<file path="src/rtl/dram_cmd_sequencer.sv">
// dram_cmd_sequencer: closed-page DDR5 ACT/CAS/PRE sequencer for one request at a time.
// Ports: clk, rst (async, active high); req_valid/req_ready/req_op/req_addr request handshake;
// cmd_valid/cmd_type/cmd_channel/cmd_bg/cmd_bank/cmd_row/cmd_col command stream;
// busy (request in flight), done (tRP complete pulse), req_err (illegal op pulse).
module dram_cmd_sequencer #(
  parameter int tRCD   = 39,
  parameter int tCAS   = 40,
  parameter int tCWL   = 38,
  parameter int tBURST = 8,
  parameter int tWR    = 72,
  parameter int tRP    = 39
) (
  input  logic        clk,
  input  logic        rst,
  input  logic        req_valid,
  output logic        req_ready,
  input  logic [1:0]  req_op,
  input  logic [35:0] req_addr,
  output logic        cmd_valid,
  output logic [2:0]  cmd_type,
  output logic        cmd_channel,
  output logic [2:0]  cmd_bg,
  output logic [1:0]  cmd_bank,
  output logic [15:0] cmd_row,
  output logic [9:0]  cmd_col,
  output logic        busy,
  output logic        done,
  output logic        req_err
);
  typedef enum logic [3:0] {IDLE, ACT0, ACT1, WAIT_RCD, CAS0, CAS1, WAIT_PRE, PRE, WAIT_RP} state_t;
  // Counter loads: a wait state lasting n cycles is loaded with n-1 and exits at zero.
  // ACT1->CAS0 leaves tRCD-2 wait cycles, CAS1->PRE leaves latency-2, PRE->IDLE leaves tRP-1.
  localparam logic [7:0] LD_RCD = 8'(tRCD - 3);
  localparam logic [7:0] LD_RD  = 8'(tCAS + tBURST - 3);
  localparam logic [7:0] LD_WR  = 8'(tCWL + tBURST + tWR - 3);
  localparam logic [7:0] LD_RP  = 8'(tRP - 2);
  state_t      state, nxt;
  logic [7:0]  cnt;
  logic        rdy_q, wr_q, ch_q;
  logic [2:0]  bg_q;
  logic [1:0]  bank_q;
  logic [15:0] row_q;
  logic [9:0]  col_q;
  logic        accept;
  logic        addr_unused;
  assign accept      = req_valid & req_ready;
  assign addr_unused = ^{req_addr[35:34], req_addr[1:0]};
  always_ff @(posedge clk or posedge rst)
    if (rst) state <= IDLE;
    else state <= nxt;
  always_ff @(posedge clk or posedge rst)
    if (rst) begin
      {rdy_q, wr_q, ch_q, bg_q, bank_q, row_q, col_q} <= '0;
      cnt     <= '0;
      done    <= 1'b0;
      req_err <= 1'b0;
    end else begin
      rdy_q   <= 1'b1;
      done    <= state == WAIT_RP && cnt == 8'd0;
      req_err <= accept && req_op == 2'd3;
      cnt     <= state != nxt ? (nxt == WAIT_RCD ? LD_RCD : nxt == WAIT_PRE ? (wr_q ? LD_WR : LD_RD) : LD_RP)
                              : cnt - 8'd1;
      if (accept) begin
        wr_q   <= req_op == 2'd1;
        ch_q   <= req_addr[6];
        bg_q   <= req_addr[9:7];
        bank_q <= req_addr[11:10];
        row_q  <= req_addr[33:18];
        col_q  <= {req_addr[17:12], req_addr[5:2]};
      end
    end
  always_comb begin
    nxt = state;
    unique case (state)
      IDLE:     nxt = accept && req_op != 2'd3 ? ACT0 : IDLE;
      ACT0:     nxt = ACT1;
      ACT1:     nxt = tRCD == 2 ? CAS0 : WAIT_RCD;
      WAIT_RCD: nxt = cnt == 8'd0 ? CAS0 : WAIT_RCD;
      CAS0:     nxt = CAS1;
      CAS1:     nxt = WAIT_PRE;
      WAIT_PRE: nxt = cnt == 8'd0 ? PRE : WAIT_PRE;
      PRE:      nxt = WAIT_RP;
      WAIT_RP:  nxt = cnt == 8'd0 ? IDLE : WAIT_RP;
      default:  nxt = IDLE;
    endcase
  end
  always_comb begin
    busy        = state != IDLE;
    req_ready   = state == IDLE && rdy_q;
    cmd_valid   = state inside {ACT0, ACT1, CAS0, CAS1, PRE};
    cmd_type    = state == ACT1 ? 3'd1 :
                  state == CAS0 ? (wr_q ? 3'd4 : 3'd2) :
                  state == CAS1 ? (wr_q ? 3'd5 : 3'd3) :
                  state == PRE  ? 3'd6 : 3'd0;
    cmd_channel = busy ? ch_q : 1'b0;
    cmd_bg      = busy ? bg_q : 3'd0;
    cmd_bank    = busy ? bank_q : 2'd0;
    cmd_row     = busy ? row_q : 16'd0;
    cmd_col     = busy ? col_q : 10'd0;
  end
endmodule

</file>
<file path="config.mk">
export PLATFORM = sky130hd
export DESIGN_NAME = dram_cmd_sequencer
export DESIGN_NICKNAME = d
export VERILOG_FILES = /design/src/rtl/dram_cmd_sequencer.sv
export SDC_FILE = /design/constraint.sdc
export NUM_CORES = 1
export LEC_CHECK = 0
export ABC_AREA = 0
export CORE_MARGIN = 2
export CORE_UTILIZATION = 40
export DETAILED_ROUTE_END_ITERATION = 16
export GPL_TIMING_DRIVEN = 1
export HOLD_SLACK_MARGIN = 0.02
export PLACE_DENSITY = 0.74
export SYNTH_ARGS = -nofsm -noshare
export SYNTH_HDL_FRONTEND = slang
export SYNTH_SLANG_ARGS = --single-unit
</file>
<file path="constraint.sdc">
create_clock -name clk -period 2.2 [get_ports clk]
set_input_delay 0.44 -clock clk [delete_from_list [all_inputs] [get_ports clk]]
set_output_delay 0.44 -clock clk [all_outputs]
set_load 0.1 [all_outputs]
</file>
==> results by stage, run 1 <==
Run status:
- The run finished with clean final reports.

Synthesis:
- The leading register cell type out of synthesis is sky130_fd_sc_hd__dfrtp_1.
- Summed over all instances, the cell type with the most area after synthesis is sky130_fd_sc_hd__dfrtp_1.
- The number of nets handed over by synthesis was roughly 240.
- The count of flip-flops with a built-in enable after synthesis is 0.
- Yosys attributes the largest share of cell area to sky130_fd_sc_hd__dfrtp_1 51%, sky130_fd_sc_hd__mux2_2 15%, sky130_fd_sc_hd__nor2b_1 8.0%.
- The number of register bits inferred by synthesis is 48.
- A synthesized cell averages ~12 sq um.
- For this run, the register share of the synthesized area comes to 0.513.
- The gate count after technology mapping is around 200.
- The synthesis warning total is 0.
- In the synthesized netlist, the cells that appear most often are 48 x sky130_fd_sc_hd__dfrtp_1, 32 x sky130_fd_sc_hd__mux2_2, 30 x sky130_fd_sc_hd__nor2b_1, 10 x sky130_fd_sc_hd__nand2_1, 9 x sky130_fd_sc_hd__nor2_1.
- Among all cell types in the netlist, the one instantiated most often is sky130_fd_sc_hd__dfrtp_1.
- Of the post-synthesis cell area, the dominant cell type holds 0.513.
- After synthesis, the netlist uses 42 different library cells.
- Counting flops with an async set or reset pin after synthesis yields a share of 1.00.
- The synthesized netlist occupies a cell area of approximately 2300 sq um.

Finish:
- Registers take 1200 sq um.
- The fraction of final layout cells with drive strength greater than 1 is 0.395.
- The post-layout instance area is around 3700 sq um.
- The repair_antennas step left the layout with diodes totalling 0.
- After the flow finishes, the layout carries non-filler instances totaling roughly 360.
- For this run, the post-layout net count is around 330.
- The post-synthesis to final-layout area growth is 59.8%.
- The layout has approximately 450 filler cells.
- The multi-input combinational cells in the finished layout cover a total of about 1100 sq um.

Worst setup path:
- In this run the worst setup path begins at state[1].
- The worst setup path is launched from a flop.
- The required time of the worst setup path is about 1800 ps.
- The kind of critical path is reg2out.
- The critical register-to-register path startpoint is state[1].
- The endpoint identified for the worst register-to-register timing path is cnt[2].
- The slack of the worst reg-to-reg path is 140 ps.
- The number of cells on the worst reg-to-reg path is 5.
- In this run the worst setup path terminates at cmd_col[9].
- Of all nets on the critical path, the largest fanout is 21.
- The endpoint class of the critical path is an output port.
- For the worst setup path, the data arrival time is between 1500 and 2000 ps.

Clocking:
- For this design, the sink count on the clock tree is 48.
- Post-CTS repair changed the size of 0 cells.
- The count of H-tree levels built during CTS is 2.
- Buffers inserted to repair hold after CTS numbered 0.
- Clock-pin slew was measured on the worst setup and hold paths at ~90 ps.
- The longest clock path from root to sink contains 2 buffers.
- The tree is rooted in a sky130_fd_sc_hd__clkbuf_8.
- TritonCTS built the clock tree.
- The number of buffers created by CTS is 5.
- The insertion delay of the later-clocked pin in the worst-skew pair is around 300 ps.

GRT:
- Entering global routing, the biggest net connects 22 pins.
- The number of global-route vias before repair is roughly 1800.
- Global routing finished with a remaining overflow of 0.
- The number of antenna violations at the first check in global routing is 0.
- The wire length of the first global-routing pass is between 8000 and 9000 microns.
- The total global routing track utilization is 0.179.

Die:
- In this run the count of I/O pins placed on the die edge is just over 80.
- The site row count is 27.
- Measured along the y axis, the die boundary spans just over 80 microns.
- The floorplan die area is 6480 sq um.
- The die span in x is approximately 81 microns.
- The effective utilization at floorplan is 0.420.
- The core footprint is roughly 5600 sq um.

Placement:
- After detailed placement, the total cell area comes to 3650 sq um.
- The placer's final routability congestion estimate is approximately 0.90.
- The detailed-placement wirelength estimate is between 3000 and 4000 microns.
- In this run, placement finished with an instance count of 350.
- In this run the tool buffered the top-level ports with 76 buffer cells.

Timing:
- Setup repair after global routing left no endpoint under its margin.
- Derived from the worst setup path, the maximum achievable clock frequency is about 470 MHz.
- The total count of hold-check failures in the final report is 0.
- For the final routed database, the setup TNS stands at 0 ps.
- On the final layout, the worst clock skew is about 6.9 ps.
- The worst path needs 2120 ps of the cycle, external delays included.
- The total setup violations reported at the end of the flow is 0.
- In the finished design, the share of the clock period the worst path needs comes to 0.963.
- The count of final max-slew check failures is 0.

Drt:
- The via count normalized by instance count is between 4 and 5.
- The routed length per instance is 14.4 microns.
- In this run the remaining antenna-violating nets after routing total 0.
- The final routed DRC violation total is 0.
- The routed design has roughly 5200 microns of wire.
- The detailed-route via count is 1742.
- The first-iteration detailed-routing DRC count is about 120.
- The pre-antenna-repair detailed-routing pass consisted of 4 iterations.

Min path:
- The path class of the tightest hold or removal check is in2async.

Pwr:
- For this design the static power due to leakage is between 1.5 and 2 nW.
- The total power per unit cell area is between 400 and 500 nW/um^2.
- The maximum vdd ir drop is 0.000273 V.
- Overall power consumption after layout is estimated at roughly 1.5 mW.

Job:
- Max-cap violations in this run came to 0.
## routing by layer
| layer | global-route usage | up-vias | share of wire |
|---|---|---|---|
| met5 | 0 | - | 0 |
| met4 | 0.0712 | 0 | 0.012 |
| met3 | 0.0494 | 5 | 0.065 |
| met2 | 0.303 | 63 | 0.50 |
| met1 | 0.213 | 831 | 0.42 |
| li1 | - | 843 | - |
## worst max-delay path, stage by stage (launching register included)
cell	delay, ps
sky130_fd_sc_hd__dfrtp_1	410
sky130_fd_sc_hd__nor4_4	360
sky130_fd_sc_hd__buf_12	200
sky130_fd_sc_hd__and2b_2	250
sky130_fd_sc_hd__buf_12	160
## cell type report
| cell class | instances | share of cell area |
|---|---|---|
| Timing Repair Buffer | 89 | 0.336 |
| Sequential cell | 48 | 0.321 |
| Multi-Input combinational cell | 134 | 0.287 |
| Tap cell | 72 | 0.0241 |
| Clock buffer | 6 | 0.0221 |
| Inverter | 7 | 0.00702 |
| Clock inverter | 2 | 0.00268 |
## placed cells by master, fill, tap and decap left out, types with 2 or more instances in the layout
master and count:
sky130_fd_sc_hd__a21oi_1 3, sky130_fd_sc_hd__and2b_2 4, sky130_fd_sc_hd__and3_1 2, sky130_fd_sc_hd__buf_12 40
sky130_fd_sc_hd__buf_4 13, sky130_fd_sc_hd__clkbuf_8 6, sky130_fd_sc_hd__clkdlybuf4s50_1 36, sky130_fd_sc_hd__clkinv_2 2
sky130_fd_sc_hd__dfrtp_1 48, sky130_fd_sc_hd__inv_1 6, sky130_fd_sc_hd__mux2_2 32, sky130_fd_sc_hd__mux2i_1 3
sky130_fd_sc_hd__nand2_1 10, sky130_fd_sc_hd__nor2_1 8, sky130_fd_sc_hd__nor2b_1 26, sky130_fd_sc_hd__nor2b_2 4
sky130_fd_sc_hd__nor3_1 2, sky130_fd_sc_hd__nor3b_1 2, sky130_fd_sc_hd__nor3b_2 2, sky130_fd_sc_hd__o21ai_0 3
sky130_fd_sc_hd__xnor2_1 3, sky130_fd_sc_hd__xor2_1 3
## per-stage QoR
stage	worst slack (ps)	hold slack, ps	util
3_5_place_dp	204	487	0.655
3_3_place_gp	211	480	0.655
4_1_cts	26.6	458	0.673
2_1_floorplan	-321	466	-
5_1_grt	2.39	492	0.671
6_report	80.9	450	0.671
## worst min path at each step
| stage | slack [ps] | depth (start not counted) | from | endpoint |
|---|---|---|---|---|
| after floorplan | 470 | 1 | cnt[0] | cnt[0] |
| after global placement | 480 | 1 | col_q[8] | col_q[8] |
| final | 450 | 2 | rst | row_q[7] |
| after global routing | 490 | 2 | rst | row_q[7] |
| after CTS | 460 | 2 | rst | row_q[7] |
| after detailed placement | 490 | 1 | col_q[4] | col_q[4] |
## power by group
part / switching (mW) / internal [mW] / leakage, nW
clock: 0.280 / 0.251 / 0.0510
combinational: 0.0270 / 0.0586 / 1.09
sequential: 0.000765 / 0.882 / 0.627
total: 0.308 / 1.19 / 1.77
## logic make-up after synthesis
logic type | after synthesis | synth area share
compound gates | 15 | 0.0433
fa+ha+maj | 1 | 0.00534
mux | 36 | 0.173
flops | 48 | 0.513
buf+inv | 19 | 0.0433
other cells | 1 | 0.00160
xor+xnor | 6 | 0.0225
simple gates | 75 | 0.198
## registers in the layout, indices dropped and copies added (netlist names)
signal	count
bg_q	3
ch_q	1
col_q	10
state	4
done	1
cnt	8
bank_q	2
row_q	16
rdy_q	1
wr_q	1
req_err	1
## timing repair
action                     4_1_cts  5_1_grt
pin swaps                        1        1
setup endpoints to repair        4       13
hold endpoints to repair         0        0
setup buffers                    1        0
Power figures use the tool's default switching activity.
==> run 2, diff against run 1 <==
- clock period: 2.2 -> 2.38 ns (I/O delays scaled with it)
==> results by stage, run 2 (synthesized netlist as in run 1, its figures left out) <==
Run status:
- The run finished with clean final reports.

Finish:
- The number of nets in the layout was 324 (-0.92%).
- The area of the multi-input gates was 1070 sq um (unchanged).
- The filler cell count is 412 (-8.8%).
- The end-of-flow core utilization came to 0.662 (-0.00875).
- The largest registers in the layout are row_q x16, col_q x10, cnt x8.
- The fraction of final layout cells with drive strength greater than 1 is 0.387 (-0.00858).
- Leaving out fill and tap cells, the most frequent cell in the layout is sky130_fd_sc_hd__dfrtp_1.
- The flip-flop count of the largest register after layout is 16 (unchanged).
- Relative to the synthesized area, the layout overhead comes to 57.7%.
- The antenna diode count is 0 (unchanged).
- The post-layout instance area came to 3690 sq um (-1.3%).
- Leaving out fill and tap cells, the most frequent cells in the layout are 47 x sky130_fd_sc_hd__dfrtp_1, 39 x sky130_fd_sc_hd__buf_12, 36 x sky130_fd_sc_hd__clkdlybuf4s50_1.
- The register name with the most flops is row_q.
- The footprint of the flip-flops and latches was 1200 sq um (+0.10%).

Drt:
- The met1 wire length is 2100 microns (-3.6%).
- The routed length per instance came to 13.8 microns (-4.5%).
- The total met2 wirelength after detailed routing is 2350 microns (-9.2%).
- The final routed wirelength across all metal layers came to 4880 microns (-5.6%).
- The detailed-route via count is 1707 (-2.0%).
- The top metal layer carrying routed signals is met4.
- The count of TritonRoute iterations in the first routing pass is 4 (unchanged).
- The number of antenna-violating nets in the routed design is 0 (unchanged).
- The final routed DRC violation total came to 0 (unchanged).
- The first-iteration detailed-routing DRC count came to 116 (-5.7%).
- The via count normalized by instance count is 4.82 (-0.90%).
- The sum of met3 wire segment lengths after detailed routing is 363 microns (+7.4%).

GRT:
- The largest net degree at the start of global routing is 49 (+120%).
- The wire length of the first global-routing pass came to 8270 microns (-5.5%).
- The number of global-route vias before repair is 1751 (-5.2%).
- The final global-route overflow total was 0 (unchanged).
- The number of antenna violations at the first check in global routing came to 0 (unchanged).
- The total global routing track utilization is 0.167 (-0.0120).

Worst setup path:
- The slack of the worst reg-to-reg path came to 310 ps (+170 ps).
- STA classifies the critical path endpoint as an output port.
- The cell depth of the worst flop-to-flop path is 5 (unchanged).
- The most critical setup path has its endpoint at cmd_bank[1].
- The largest driver fanout on the critical path is 19 (-9.5%).
- The kind of launch point of the worst setup path is a flop.
- The worst setup path startpoint is state[0].
- The data arrival time of the worst path is 1810 ps (+130 ps).
- The critical register-to-register path startpoint is state[0].
- The worst flop-to-flop path endpoint is cnt[2].
- The kind of critical path is reg2out.
- The required time of the worst setup path is 1900 ps (+140 ps).

Clocking:
- The number of clock sinks seen by CTS is 48 (unchanged).
- The maximum number of buffers from clock root to sink came to 2 (unchanged).
- The count of H-tree levels built during CTS is 2 (unchanged).
- The CTS tree is built.
- The number of buffers created by CTS was 5 (unchanged).
- The clock transition at the registers of the reported paths is 80 ps (about the same).
- The root cell of the clock tree is sky130_fd_sc_hd__clkbuf_8.
- The insertion delay of the later-clocked pin in the worst-skew pair is 300 ps (about the same).

Timing:
- The actual transition at the worst max-transition pin is ~600 ps.
- The total setup violations reported at the end of the flow is 0 (unchanged).
- Setup repair after global routing left no endpoint under its margin.
- The worst max-slew margin expressed relative to the limit is 0.601.
- The final period utilization is 0.959.
- The total count of hold-check failures in the final report is 0 (unchanged).
- The largest clock skew in the final design is 7.80 ps (+0.930 ps).
- Subtracting the final worst setup slack from the clock period gives approximately 2300 ps.
- The final critical-path setup slack is 96.9 ps (+15.9 ps).
- The highest achievable clock rate is 438 MHz.
- The worst hold slack across all endpoints is 501 ps (+51.1 ps).
- The count of final max-slew check failures is 0 (unchanged).

Pwr:
- The switching part of the total was 0.205 (about the same).
- The total power per unit cell area is 364 nW/um^2 (-9.2%).
- The switching power of the nets is 0.276 mW (-10%).
- The total chip power is 1.34 mW (-10%).
- The sequential cell fraction of total power is 0.607 (+0.018).
- The maximum vdd ir drop came to 0.000281 V (+2.8%).
- The clock power share is 0.336 (-0.018).
- The internal cell power was 1.07 mW (-10%).
- The proportion of power drawn by combinational gates is 0.057 (about the same).
- The leakage power figure is 1.74 nW (-1.5%).

Die:
- The effective utilization at floorplan is 0.420 (unchanged).
- The core footprint is 5570 sq um (unchanged).
- The site row count was 27 (unchanged).
- The die span in x came to 80.5 microns (unchanged).
- The number of top-level design ports was 81 (unchanged).
- The floorplan die area is 6480 sq um (unchanged).
- The y dimension of the die is 80.5 microns (unchanged).

Placement:
- The worst slack at placement is 321 ps (+118 ps).
- The instance area at placement was 3610 sq um (-1.2%).
- The placer's final routability congestion estimate is 0.868 (-3.4%).
- The count of buffers from port buffering is 76 (unchanged).
- The detailed-placement wirelength estimate was 3610 microns (-8.2%).

Job:
- The max-cap violation count was 0 (unchanged).

Min path:
- The path class of the tightest hold or removal check is reg2reg.
run 2: metal layers:
metal,global-route usage,vias to the layer above
met5,0,-
li1,-,833
met1,0.206,812
met4,0.0508,0
met3,0.0584,6
met2,0.273,56
run 2: critical path, cell delays in order (launching register included):
cell and delay [ps]:
sky130_fd_sc_hd__dfrtp_2 490, sky130_fd_sc_hd__nor4_4 400, sky130_fd_sc_hd__buf_12 200, sky130_fd_sc_hd__and2b_2 250
sky130_fd_sc_hd__buf_12 170
run 2: metrics by stage:
stage                     cells  setup TNS [ps]
after floorplan             201           -4260
after global placement      346               0
after detailed placement    346               0
after CTS                   353               0
after global routing        354               0
final                       354               0
run 2: what timing repair did:
| action | 4_1_cts | 5_1_grt |
|---|---|---|
| buffers inserted | 0 | 1 |
| gates resized for setup | 0 | 1 |
| hold buffers | 0 | 0 |
| pin swaps | 1 | 1 |
| setup endpoints to repair | 5 | 18 |
run 2: final cells by class:
class,count,area share
sequential,48,0.326
clock buffer,6,0.0197
timing repair buffer,86,0.331
tap,72,0.0244
multi-input combinational,134,0.290
clock inverter,1,0.00136
inverter,7,0.00712
run 2: power groups by stage:
| stage | clock network (mW) | registers [mW] | logic [mW] |
|---|---|---|---|
| after floorplan | 0 | 0.832 | 0.0132 |
| after global placement | 0 | 0.833 | 0.0772 |
| after detailed placement | 0 | 0.833 | 0.0780 |
| after CTS | 0.470 | 0.816 | 0.0784 |
| after global routing | 0.509 | 0.817 | 0.0849 |
| final | 0.452 | 0.816 | 0.0766 |
run 2: how the worst min path moves through the flow:
| stage | cells after the start | to | from | slack, ps |
|---|---|---|---|---|
| finish | 1 | col_q[5] | col_q[5] | 500 |
| global route | 1 | row_q[4] | row_q[4] | 520 |
| CTS | 1 | row_q[4] | row_q[4] | 510 |
| detailed placement | 1 | row_q[4] | row_q[4] | 490 |
| global placement | 1 | col_q[4] | col_q[4] | 480 |
| floorplan | 1 | cnt[0] | cnt[0] | 470 |
